### config.mk
export PLATFORM = sky130hd
export DESIGN_NAME = dff_pipe_chain
export DESIGN_NICKNAME = d
export VERILOG_FILES = /design/src/rtl/dff_pipe_chain.sv
export SDC_FILE = /design/constraint.sdc
export NUM_CORES = 1
export LEC_CHECK = 0
export ABC_AREA = 1
export CAP_MARGIN = 20
export CORE_ASPECT_RATIO = 1.1
export CORE_MARGIN = 1.5
export CORE_UTILIZATION = 25
export CTS_CLUSTER_SIZE = 12
export DETAILED_ROUTE_END_ITERATION = 7
export SLEW_MARGIN = 30
export SYNTH_ARGS = -nofsm -noshare
export SYNTH_HDL_FRONTEND = slang
export SYNTH_SLANG_ARGS = --single-unit
### constraint.sdc
create_clock -name iClock -period 1.95 [get_ports iClock]
set_input_delay 0.39 -clock iClock [delete_from_list [all_inputs] [get_ports iClock]]
set_output_delay 0.39 -clock iClock [all_outputs]
set_load 0.05 [all_outputs]
### src/rtl/dff_pipe_chain.sv
// WIDTH x DEPTH register pipeline with per-stage valid, valid/ready backpressure, flush and occupancy count.
// Define PIPE_CHAIN_BUBBLE_COLLAPSE_EN for per-stage advance (bubbles fill under a stall); default is a global stall.
module dff_pipe_chain #(
    parameter int unsigned      WIDTH       = 8,
    parameter int unsigned      DEPTH       = 4,
    parameter logic [WIDTH-1:0] RESET_VALUE = '0,
    parameter int unsigned      DELAY       = 1
) (
    input  logic                         iClock,
    input  logic                         iReset,
    input  logic                         iValid,
    output logic                         oReady,
    input  logic [WIDTH-1:0]             iData,
    input  logic                         iFlush,
    output logic                         oValid,
    input  logic                         iReady,
    output logic [WIDTH-1:0]             oData,
    output logic [$clog2(DEPTH+1)-1:0]   oCount
);

    localparam int unsigned CW = $clog2(DEPTH + 1);

    // DELAY only shaped the old behavioural model; synthesizable state updates carry no delay.
    if (DELAY > 32'd1_000_000) begin : gDelayUnused
    end

    logic [DEPTH-1:0] valid;
    logic [DEPTH-1:0] validNext;
    logic [DEPTH-1:0] advance;
    logic [DEPTH-1:0] upValid;
    logic [DEPTH-1:0] load;
    logic [WIDTH-1:0] data   [DEPTH];
    logic [WIDTH-1:0] upData [DEPTH];
    logic [CW-1:0]    count;
    logic [CW-1:0]    countNext;
    logic             transferIn;

    always_comb begin
        advance = '0;
        advance[DEPTH-1] = iReady | ~valid[DEPTH-1];
`ifdef PIPE_CHAIN_BUBBLE_COLLAPSE_EN
        // Walk from the output towards the input so each stage sees its successor's enable.
        for (int unsigned j = 0; j + 1 < DEPTH; j++) begin
            advance[DEPTH-2-j] = advance[DEPTH-1-j] | ~valid[DEPTH-2-j];
        end
`else
        for (int unsigned k = 0; k + 1 < DEPTH; k++) begin
            advance[k] = advance[DEPTH-1];
        end
`endif
    end

    assign oReady     = advance[0] & ~iFlush & ~iReset;
    assign transferIn = iValid & oReady;

    always_comb begin
        upValid   = '0;
        upValid[0] = transferIn;
        upData[0]  = iData;
        for (int unsigned k = 1; k < DEPTH; k++) begin
            upValid[k] = valid[k-1];
            upData[k]  = data[k-1];
        end
        validNext = '0;
        load      = '0;
        countNext = '0;
        for (int unsigned k = 0; k < DEPTH; k++) begin
            validNext[k] = advance[k] ? upValid[k] : valid[k];
            load[k]      = advance[k] & upValid[k] & ~iFlush;
        end
        if (iFlush || iReset) begin
            validNext = '0;
        end
        for (int unsigned k = 0; k < DEPTH; k++) begin
            countNext = countNext + CW'(validNext[k]);
        end
    end

    always_ff @(posedge iClock) begin
        if (iReset) begin
            valid <= '0;
            count <= '0;
            for (int unsigned k = 0; k < DEPTH; k++) begin
                data[k] <= RESET_VALUE;
            end
        end else begin
            valid <= validNext;
            count <= countNext;
            for (int unsigned k = 0; k < DEPTH; k++) begin
                if (load[k]) begin
                    data[k] <= upData[k];
                end
            end
        end
    end

    assign oValid = valid[DEPTH-1];
    assign oData  = data[DEPTH-1];
    assign oCount = count;

endmodule
After elaboration in Yosys (flattened, before gate mapping)
Memory sizes are Yosys's and may differ from the RTL's.
Index checks and enable logic that the tools add are counted.
{"block": "classes", "multipliers": 0, "div": 0, "eq_ne": 0, "n_reduce_logical": 1, "magnitude_cmp": 0, "addsub": 3, "n_mux": 23, "bitwise": 19, "shift": 0}
{"operator": "$mux 8", "n": 4}
{"operator": "$mux 1", "n": 18}
{"operator": "$and 1x1->1", "n": 11}
{"operator": "$or 1x1->1", "n": 5}
{"operator": "$mux 4", "n": 1}
{"operator": "$add 2x1->3", "n": 1}
{"operator": "$add 3x1->3", "n": 1}
{"operator": "$not 1->1", "n": 3}
{"operator": "$add 1x1->2", "n": 1}
{"operator": "$logic_or 1x1->1", "n": 1}
{"block": "word_totals", "out_inout_bits": 13, "romBits": 0, "ff_bits": 7, "memories": 1, "ramBits": 32, "latch_bits": 0}
{"name": "data", "words": 4, "word_bits": 8, "rd": 4, "rd_ports_with_merged_regs": 0, "write_ports": 4, "line_no": "32", "source": "logic [WIDTH-1:0] data [DEPTH];"}

Logic depth before layout (Yosys ltp)
Gate-level depths: netlist of run 1.
{"block": "depth", "depth_word": 11, "depth_mapped": 11, "mapped_depth_nobuf": 11}

Least setup slack after synthesis of run 1
Ideal clock, no wire load.
{"block": "synth_timing", "kind": "reg-to-reg", "from": "register valid[3]", "to": "register count[1], in the netlist oCount[1]", "setup_ns": 0.109, "stages_incl_launch_ff": 12, "path_buffers": 0, "t_arrival_ns": 2.193, "slack_ns": -0.352, "t_required_ns": 1.841, "cell_sequence": "dfxtp_1 -> inv_1 -> nor2_1 -> nand3_1 -> nand2_4 -> inv_2 -> fa_1 -> inv_1 -> ha_1 -> ha_1 -> inv_1 -> nor2_1"}
{"block": "synth_via", "elab_chain_cells": 10}
{"item": "from (decl)", "line_no": "27", "source": "logic [DEPTH-1:0] valid;"}
{"item": "from (signal assigned)", "line_no": "87", "source": "valid <= validNext;"}
{"item": "$not 1->1", "line_no": "40", "source": "advance[DEPTH-1] = iReady | ~valid[DEPTH-1];"}
{"item": "$or 1x1->1", "line_no": "40"}
{"item": "$and 1x1->1 (2 in a row)", "line_no": "53", "source": "assign oReady = advance[0] & ~iFlush & ~iReset;"}
{"item": "$and 1x1->1", "line_no": "54", "source": "assign transferIn = iValid & oReady;"}
{"item": "$mux 1", "line_no": "68", "source": "validNext[k] = advance[k] ? upValid[k] : valid[k];"}
{"item": "$mux 4 *", "line_no": "71", "source": "if (iFlush || iReset) begin"}
{"item": "$add 1x1->2", "line_no": "75", "source": "countNext = countNext + CW'(validNext[k]);"}
{"item": "$add 2x1->3", "line_no": "75"}
{"item": "$add 3x1->3 *", "line_no": "75"}
{"item": "via countNext[1]", "line_no": "35", "source": "logic [CW-1:0] countNext;"}
{"item": "to (signal assigned)", "line_no": "88", "source": "count <= countNext;"}
{"item": "to (decl)", "line_no": "34", "source": "logic [CW-1:0] count;"}
Mark *: on every way through the listed nets, which the timed path passes. The rest lies on a longest branch.
A chain may end at the register's enable or synchronous reset.

Worst setup path after layout of run 1
Ends and elaborated chain as after synthesis.

==> flow_summary.json, run 1 <==
{
  "slew_violations": 0,
  "ios": 26,
  "path_delay_family": "adder cells",
  "skew_ps": 6.068,
  "dp_hpwl_mm": 1.626,
  "synth_area_leader_cell": "edfxtp_1",
  "ys_ff_latch": 39,
  "ys_top_cells_by_area": "edfxtp_1, inv_1, nor2_1",
  "port_buffers": 25,
  "grt_max_degree": 13,
  "cp_cell_sequence": "buf_4 > nand2_4 > nand3_4 > nand2_4 > inv_2 > fa_1 > inv_1 > ha_2 > ha_2 > inv_1 > nor2_1",
  "fmax_mhz": 532.7,
  "postCtsHoldBufs": 0,
  "yosysWarnings": 0,
  "max_stage_delay_ps": 490,
  "coreArea_um2": 6231,
  "synth_cell_types": 14,
  "p_sw_mw": 0.3430,
  "cts_made_buffers": 5,
  "vias": 951,
  "reg2reg_depth": 11,
  "switching_share_pct": 21.77,
  "dr.pass1.iters": 4,
  "drt_wl_total_mm": 2.105,
  "routed_via_density": 3.433,
  "synthCells": 150,
  "whs_path_depth": 3,
  "holdPathEnd": "oCount[1]",
  "worst_slew_pin_slew_ps": 508.6,
  "period_needed_ps": 1877,
  "cp-start-kind": "register",
  "start_util_pct": 26.18,
  "globalplace.congestion": 0.7233,
  "drtAntennaViolNets": 0,
  "min_from": "iReset",
  "syn_nets": 166,
  "instances_no_fill": 277,
  "vdd_drop_max_v": 0.0002869,
  "synth-xor-area-share_pct": 0,
  "cp.arrival_ps": 2110,
  "totalPowerFinal_mw": 1.575,
  "power_frac_seq_pct": 59.5,
  "synth_fa_ha_area_share_pct": 2.761,
  "p_per_area_nw_per_um2": 715.4,
  "clock-sinks": 39,
  "endpoint_kind": "register",
  "r2r_setup_slack_ps": 70,
  "layout_common_cells": "inv_1, nor2_1, edfxtp_1",
  "p_leak_nw": 0.9397,
  "syn_area_per_cell_um2": 10.88,
  "multi_input_area_um2": 391.6,
  "place_inst": 268,
  "synth_compound_area_share_pct": 0.3067,
  "critPathRequiredTime_ps": 2180,
  "yosysTopAreaCellShare_pct": 58.90,
  "track_usage_pct": 7.272,
  "slew_headroom_pct": 65.99,
  "cts_max_level": 2,
  "drt_iter0_markers": 35,
  "p_int_mw": 1.232,
  "cts-root-buf": "clkbuf_8",
  "final_hold_viol_count": 0,
  "power.share.clock_pct": 32.1,
  "dieArea_um2": 7021,
  "synth.mux.area_fraction_pct": 0,
  "n_fill_cell": 652,
  "finalCritPeriodShare_pct": 96.26,
  "clockBufferDepth": 2,
  "r2r-start": "valid[3]",
  "final_common_cell": "inv_1",
  "drive_gt1_share_pct": 20.81,
  "holdWs_ps": 419.3,
  "grt_pass1_vias": 871,
  "antenna_found_initial": 0,
  "crit_buf_inv": 4,
  "hold_class": "in -> reg",
  "critical_path.startpoint": "valid[3]",
  "avgRoutedWirePerCell_um": 7.599,
  "power_frac_comb_pct": 8.4,
  "place_ws_ps": -518.9,
  "layout_setup_ws_ps": 72.87,
  "fin_nets": 212,
  "drv_cap": 0,
  "clk_latency_ps": 280,
  "area_delta_synth_final_pct": 34.97,
  "cts_tree": "done",
  "clk_pin_slew_ps": 70,
  "netlist_area_um2": 1632,
  "yosysSeqAreaShare_pct": 67.48,
  "status": "complete, no violations",
  "path_class": "reg -> reg",
  "setup_violations": 0,
  "antennaDiodeCount": 0,
  "rows": 30,
  "die_x_um": 80.03,
  "synth_simple_gate_area_share_pct": 19.10,
  "reg2reg_to": "oCount[1]",
  "grt_first_pass_wirelength_mm": 3.774,
  "drc": 0,
  "synth_top_family_by_area": "simple AND/OR/NAND/NOR gates",
  "seqCellArea_um2": 1105,
  "grt_setup_unrepaired": "no",
  "cp_slowest_cell": "fa_1",
  "crit_fanout": 3,
  "overflow": 0,
  "die_h_um": 87.73
}
[what timing repair did]
action | 4_1_cts | 5_1_grt
setup buffers | 1 | 0
hold endpoints to repair | 0 | 0
gates resized for setup | 6 | 10
endpoints found under the setup margin | 3 | 1
pin swaps | 4 | 4
[power by group through the flow]
| stage | registers, mW | clock network [mW] | logic [mW] |
|---|---|---|---|
| 2_1_floorplan | 0.980 | 0 | 0.0468 |
| 3_3_place_gp | 0.956 | 0 | 0.134 |
| 3_5_place_dp | 0.956 | 0 | 0.134 |
| 4_1_cts | 0.938 | 0.528 | 0.132 |
| 5_1_grt | 0.940 | 0.565 | 0.146 |
| 6_report | 0.938 | 0.506 | 0.132 |
[layout make-up]
class	count	share of cell area (%)
inverters	45	7.670
flip-flops and latches	39	50.17
clock buffers	6	3.295
well taps	80	4.545
multi-input cells	66	17.78
repair buffers	39	15.97
clock inverters	2	0.5682
[registers in the layout (all words and copies together) (netlist names)]
name and flops:
oCount 3, data 32, valid 4
[cells by family after synthesis]
kind of cell | Yosys count
simple gates | 62
buf+inv | 45
flops | 39
fa+ha+maj | 3
compound gates | 1
[cells in the mapped netlist (all sizes together)]
cell	count
dfxtp	7
o21ai	1
fa	1
nand2	14
nand3	9
inv	45
nor2	39
edfxtp	32
ha	2
[through the flow]
stage | setup TNS (ps) | util [%] | instance area, µm²
after detailed placement | -1294 | 33.71 | 2101
final | 0 | 35.34 | 2202
after global placement | -1176 | 33.71 | 2101
after floorplan | -92.25 | - | 1645
after CTS | 0 | 35.18 | 2192
after global routing | 0 | 35.34 | 2202
[metal layers]
layer / GRT usage (%) / up-vias / routed length [µm]
li1: - / 543 / -
met1: 8.747 / 379 / 948
met2: 10.62 / 25 / 984
met3: 3.229 / 4 / 124
met4: 4.545 / 0 / 47
met5: 0 / - / 0
[worst max path at each step]
stage | endpoint | slack, ps | cells past startpoint
detailed placement | oCount[1] | -520 | 11
floorplan | oCount[1] | -90 | 10
finish | oCount[1] | 70 | 11
CTS | oCount[1] | 20 | 11
global placement | oCount[1] | -470 | 11
global route | oCount[1] | 0.3 | 11
[tightest hold or removal path, delay by kind of cell]
| family | cells | cell delay, ps |
|---|---|---|
| buf+inv | 2 | 230 |
| simple gates | 1 | 40 |
(Power assumes the default switching activity.)
==> run 2, diff against run 1 <==
--- a/config.mk
+++ b/config.mk
@@ -8,7 +8,6 @@
 export ABC_AREA = 1
 export CAP_MARGIN = 20
 export CORE_ASPECT_RATIO = 1.1
-export CORE_MARGIN = 1.5
 export CORE_UTILIZATION = 25
 export CTS_CLUSTER_SIZE = 12
 export DETAILED_ROUTE_END_ITERATION = 7
==> run 2 against run 1 <==
Effect of this change:
- clock skew decreased by 0.74 ps
- routed wire length grew 3.8%
- worst hold slack gained 4.2 ps
- die area fell by 2.4%
- setup slack hardly changed
- clock power rose by 28%
- global-route usage increased by 0.32 points
- flip-flop and latch count is the same
- sequential share of layout area is 0.70 points lower
- first-iteration DRC count shrank 69%
- highest routed layer unchanged
==> flow_summary.json, run 2 (synthesized netlist as in run 1, its figures left out) <==
{
  "place_ws_ps": -535.9,
  "cp-start-kind": "input port",
  "power_frac_comb_pct": 7.7,
  "dp_hpwl_mm": 1.716,
  "postCtsHoldBufs": 0,
  "vdd_drop_max_v": 0.0002700,
  "p_per_area_nw_per_um2": 768.4,
  "dieArea_um2": 6854,
  "clk_pin_slew_ps": 70,
  "overflow": 0,
  "post_cts_buffers": 0,
  "final_hold_viol_count": 0,
  "rows": 30,
  "grt_pass1_vias": 908,
  "vias": 972,
  "crit_buf_inv": 4,
  "avgRoutedWirePerCell_um": 7.920,
  "status": "complete, no violations",
  "skew_ps": 5.332,
  "cts_tree": "done",
  "drive_gt1_share_pct": 20.41,
  "fin_tns_setup_ps": 0,
  "drc": 0,
  "totalPowerFinal_mw": 1.716,
  "drtAntennaViolNets": 0,
  "grt_max_degree": 14,
  "crit_fanout": 4,
  "slew_headroom_pct": 65.69,
  "cp_slowest_cell": "fa_1",
  "switching_share_pct": 20.56,
  "endpoint_kind": "register",
  "cts_max_level": 2,
  "final_area_um2": 2233,
  "place_inst": 268,
  "layout_common_cells": "inv_1, nor2_1, edfxtp_1",
  "largest_register_ff_count": 32,
  "period_needed_ps": 1877,
  "cts_made_buffers": 5,
  "path_class": "in -> reg",
  "grt_setup_unrepaired": "no",
  "multi_input_area_um2": 399.1,
  "fmax_mhz": 532.7,
  "n_fill_cell": 663,
  "start_util_pct": 26.18,
  "coreArea_um2": 6231,
  "globalplace.congestion": 0.7405,
  "drt_wl_total_mm": 2.186,
  "p_sw_mw": 0.3528,
  "slew_violations": 0,
  "antennaDiodeCount": 0,
  "instances_no_fill": 276,
  "antenna_found_initial": 0,
  "fin_nets": 211,
  "fin_util_pct": 35.84,
  "cts-root-buf": "clkbuf_8",
  "worst_slew_pin_slew_ps": 513.0,
  "seqCellArea_um2": 1105,
  "holdWs_ps": 423.5,
  "clk_latency_ps": 290,
  "dr.pass1.iters": 6,
  "path_delay_family": "adder cells",
  "die_h_um": 86.73,
  "critPathRequiredTime_ps": 2180,
  "top_register": "data",
  "max_stage_delay_ps": 490,
  "port_buffers": 25,
  "power.share.clock_pct": 37.6,
  "power_frac_seq_pct": 54.6,
  "grt_first_pass_wirelength_mm": 3.746,
  "ios": 26,
  "layout_setup_ws_ps": 72.81,
  "area_delta_synth_final_pct": 36.89,
  "clockBufferDepth": 2,
  "track_usage_pct": 7.592,
  "final_common_cell": "inv_1",
  "routed_via_density": 3.522,
  "drt_iter0_markers": 11,
  "hold_class": "in -> reg",
  "cp.arrival_ps": 2100,
  "p_int_mw": 1.363,
  "finalCritPeriodShare_pct": 96.27,
  "p_leak_nw": 0.9537,
  "drv_cap": 0,
  "placed_area_um2": 2101,
  "die_x_um": 79.03,
  "clock-sinks": 39,
  "setup_violations": 0,
  "cpMostUsedCell": "inv_1",
  "cp_cell_sequence": "dlygate4sd2_1 > nor2_4 > nand3_2 > nand2_4 > inv_2 > fa_1 > inv_1 > ha_2 > ha_4 > inv_1 > nor2_1"
}
[run 2: cell count changes in the layout (fill, tap and decap cells not counted), sizes merged]
cell / delta
buf: -1
bufinv: +1
clkbuf: -2
clkinv: +1
clkinvlp: -1
dlygate4sd2: +1
[run 2: layout make-up]
class / instances / share of cell area [%]
inverters: 45 / 7.563
flip-flops and latches: 39 / 49.47
repair buffers: 38 / 15.57
clock inverters: 3 / 1.961
well taps: 80 / 4.482
clock buffers: 5 / 3.081
multi-input cells: 66 / 17.87
[run 2: path summary, 6_finish.rpt]
kind	from	slack (ps)	cells after the start	endpoint
worst max-delay path	iReady	70	11	oCount[1]
worst min-delay path	iReset	420	3	oCount[1]
worst max register to register	valid[3]	90	11	oCount[1]
worst min register to register	valid[0]	520	2	valid[0]
[run 2: per-layer routing]
metal / routed length (µm) / track usage [%]
met5: 0 / 0
met4: 61 / 5.950
met3: 103 / 3.474
met2: 1096 / 12.46
met1: 923 / 7.380
[run 2: worst min-delay path: stages]
cell	delay [ps]
clkbuf_2	120
buf_4	130
nor2_1	40
[run 2: power groups by stage]
| stage | clock network (mW) | registers, mW | logic, mW |
|---|---|---|---|
| 2_1_floorplan | 0 | 0.980 | 0.0468 |
| 3_3_place_gp | 0 | 0.956 | 0.134 |
| 3_5_place_dp | 0 | 0.957 | 0.135 |
| 4_1_cts | 0.668 | 0.938 | 0.133 |
| 5_1_grt | 0.708 | 0.941 | 0.145 |
| 6_report | 0.646 | 0.938 | 0.133 |
[run 2: what timing repair did]
action,4_1_cts,5_1_grt
endpoints found under the hold margin,0,0
pin swaps,2,6
resized for setup,5,10
endpoints found under the setup margin,3,1
cloned,0,0
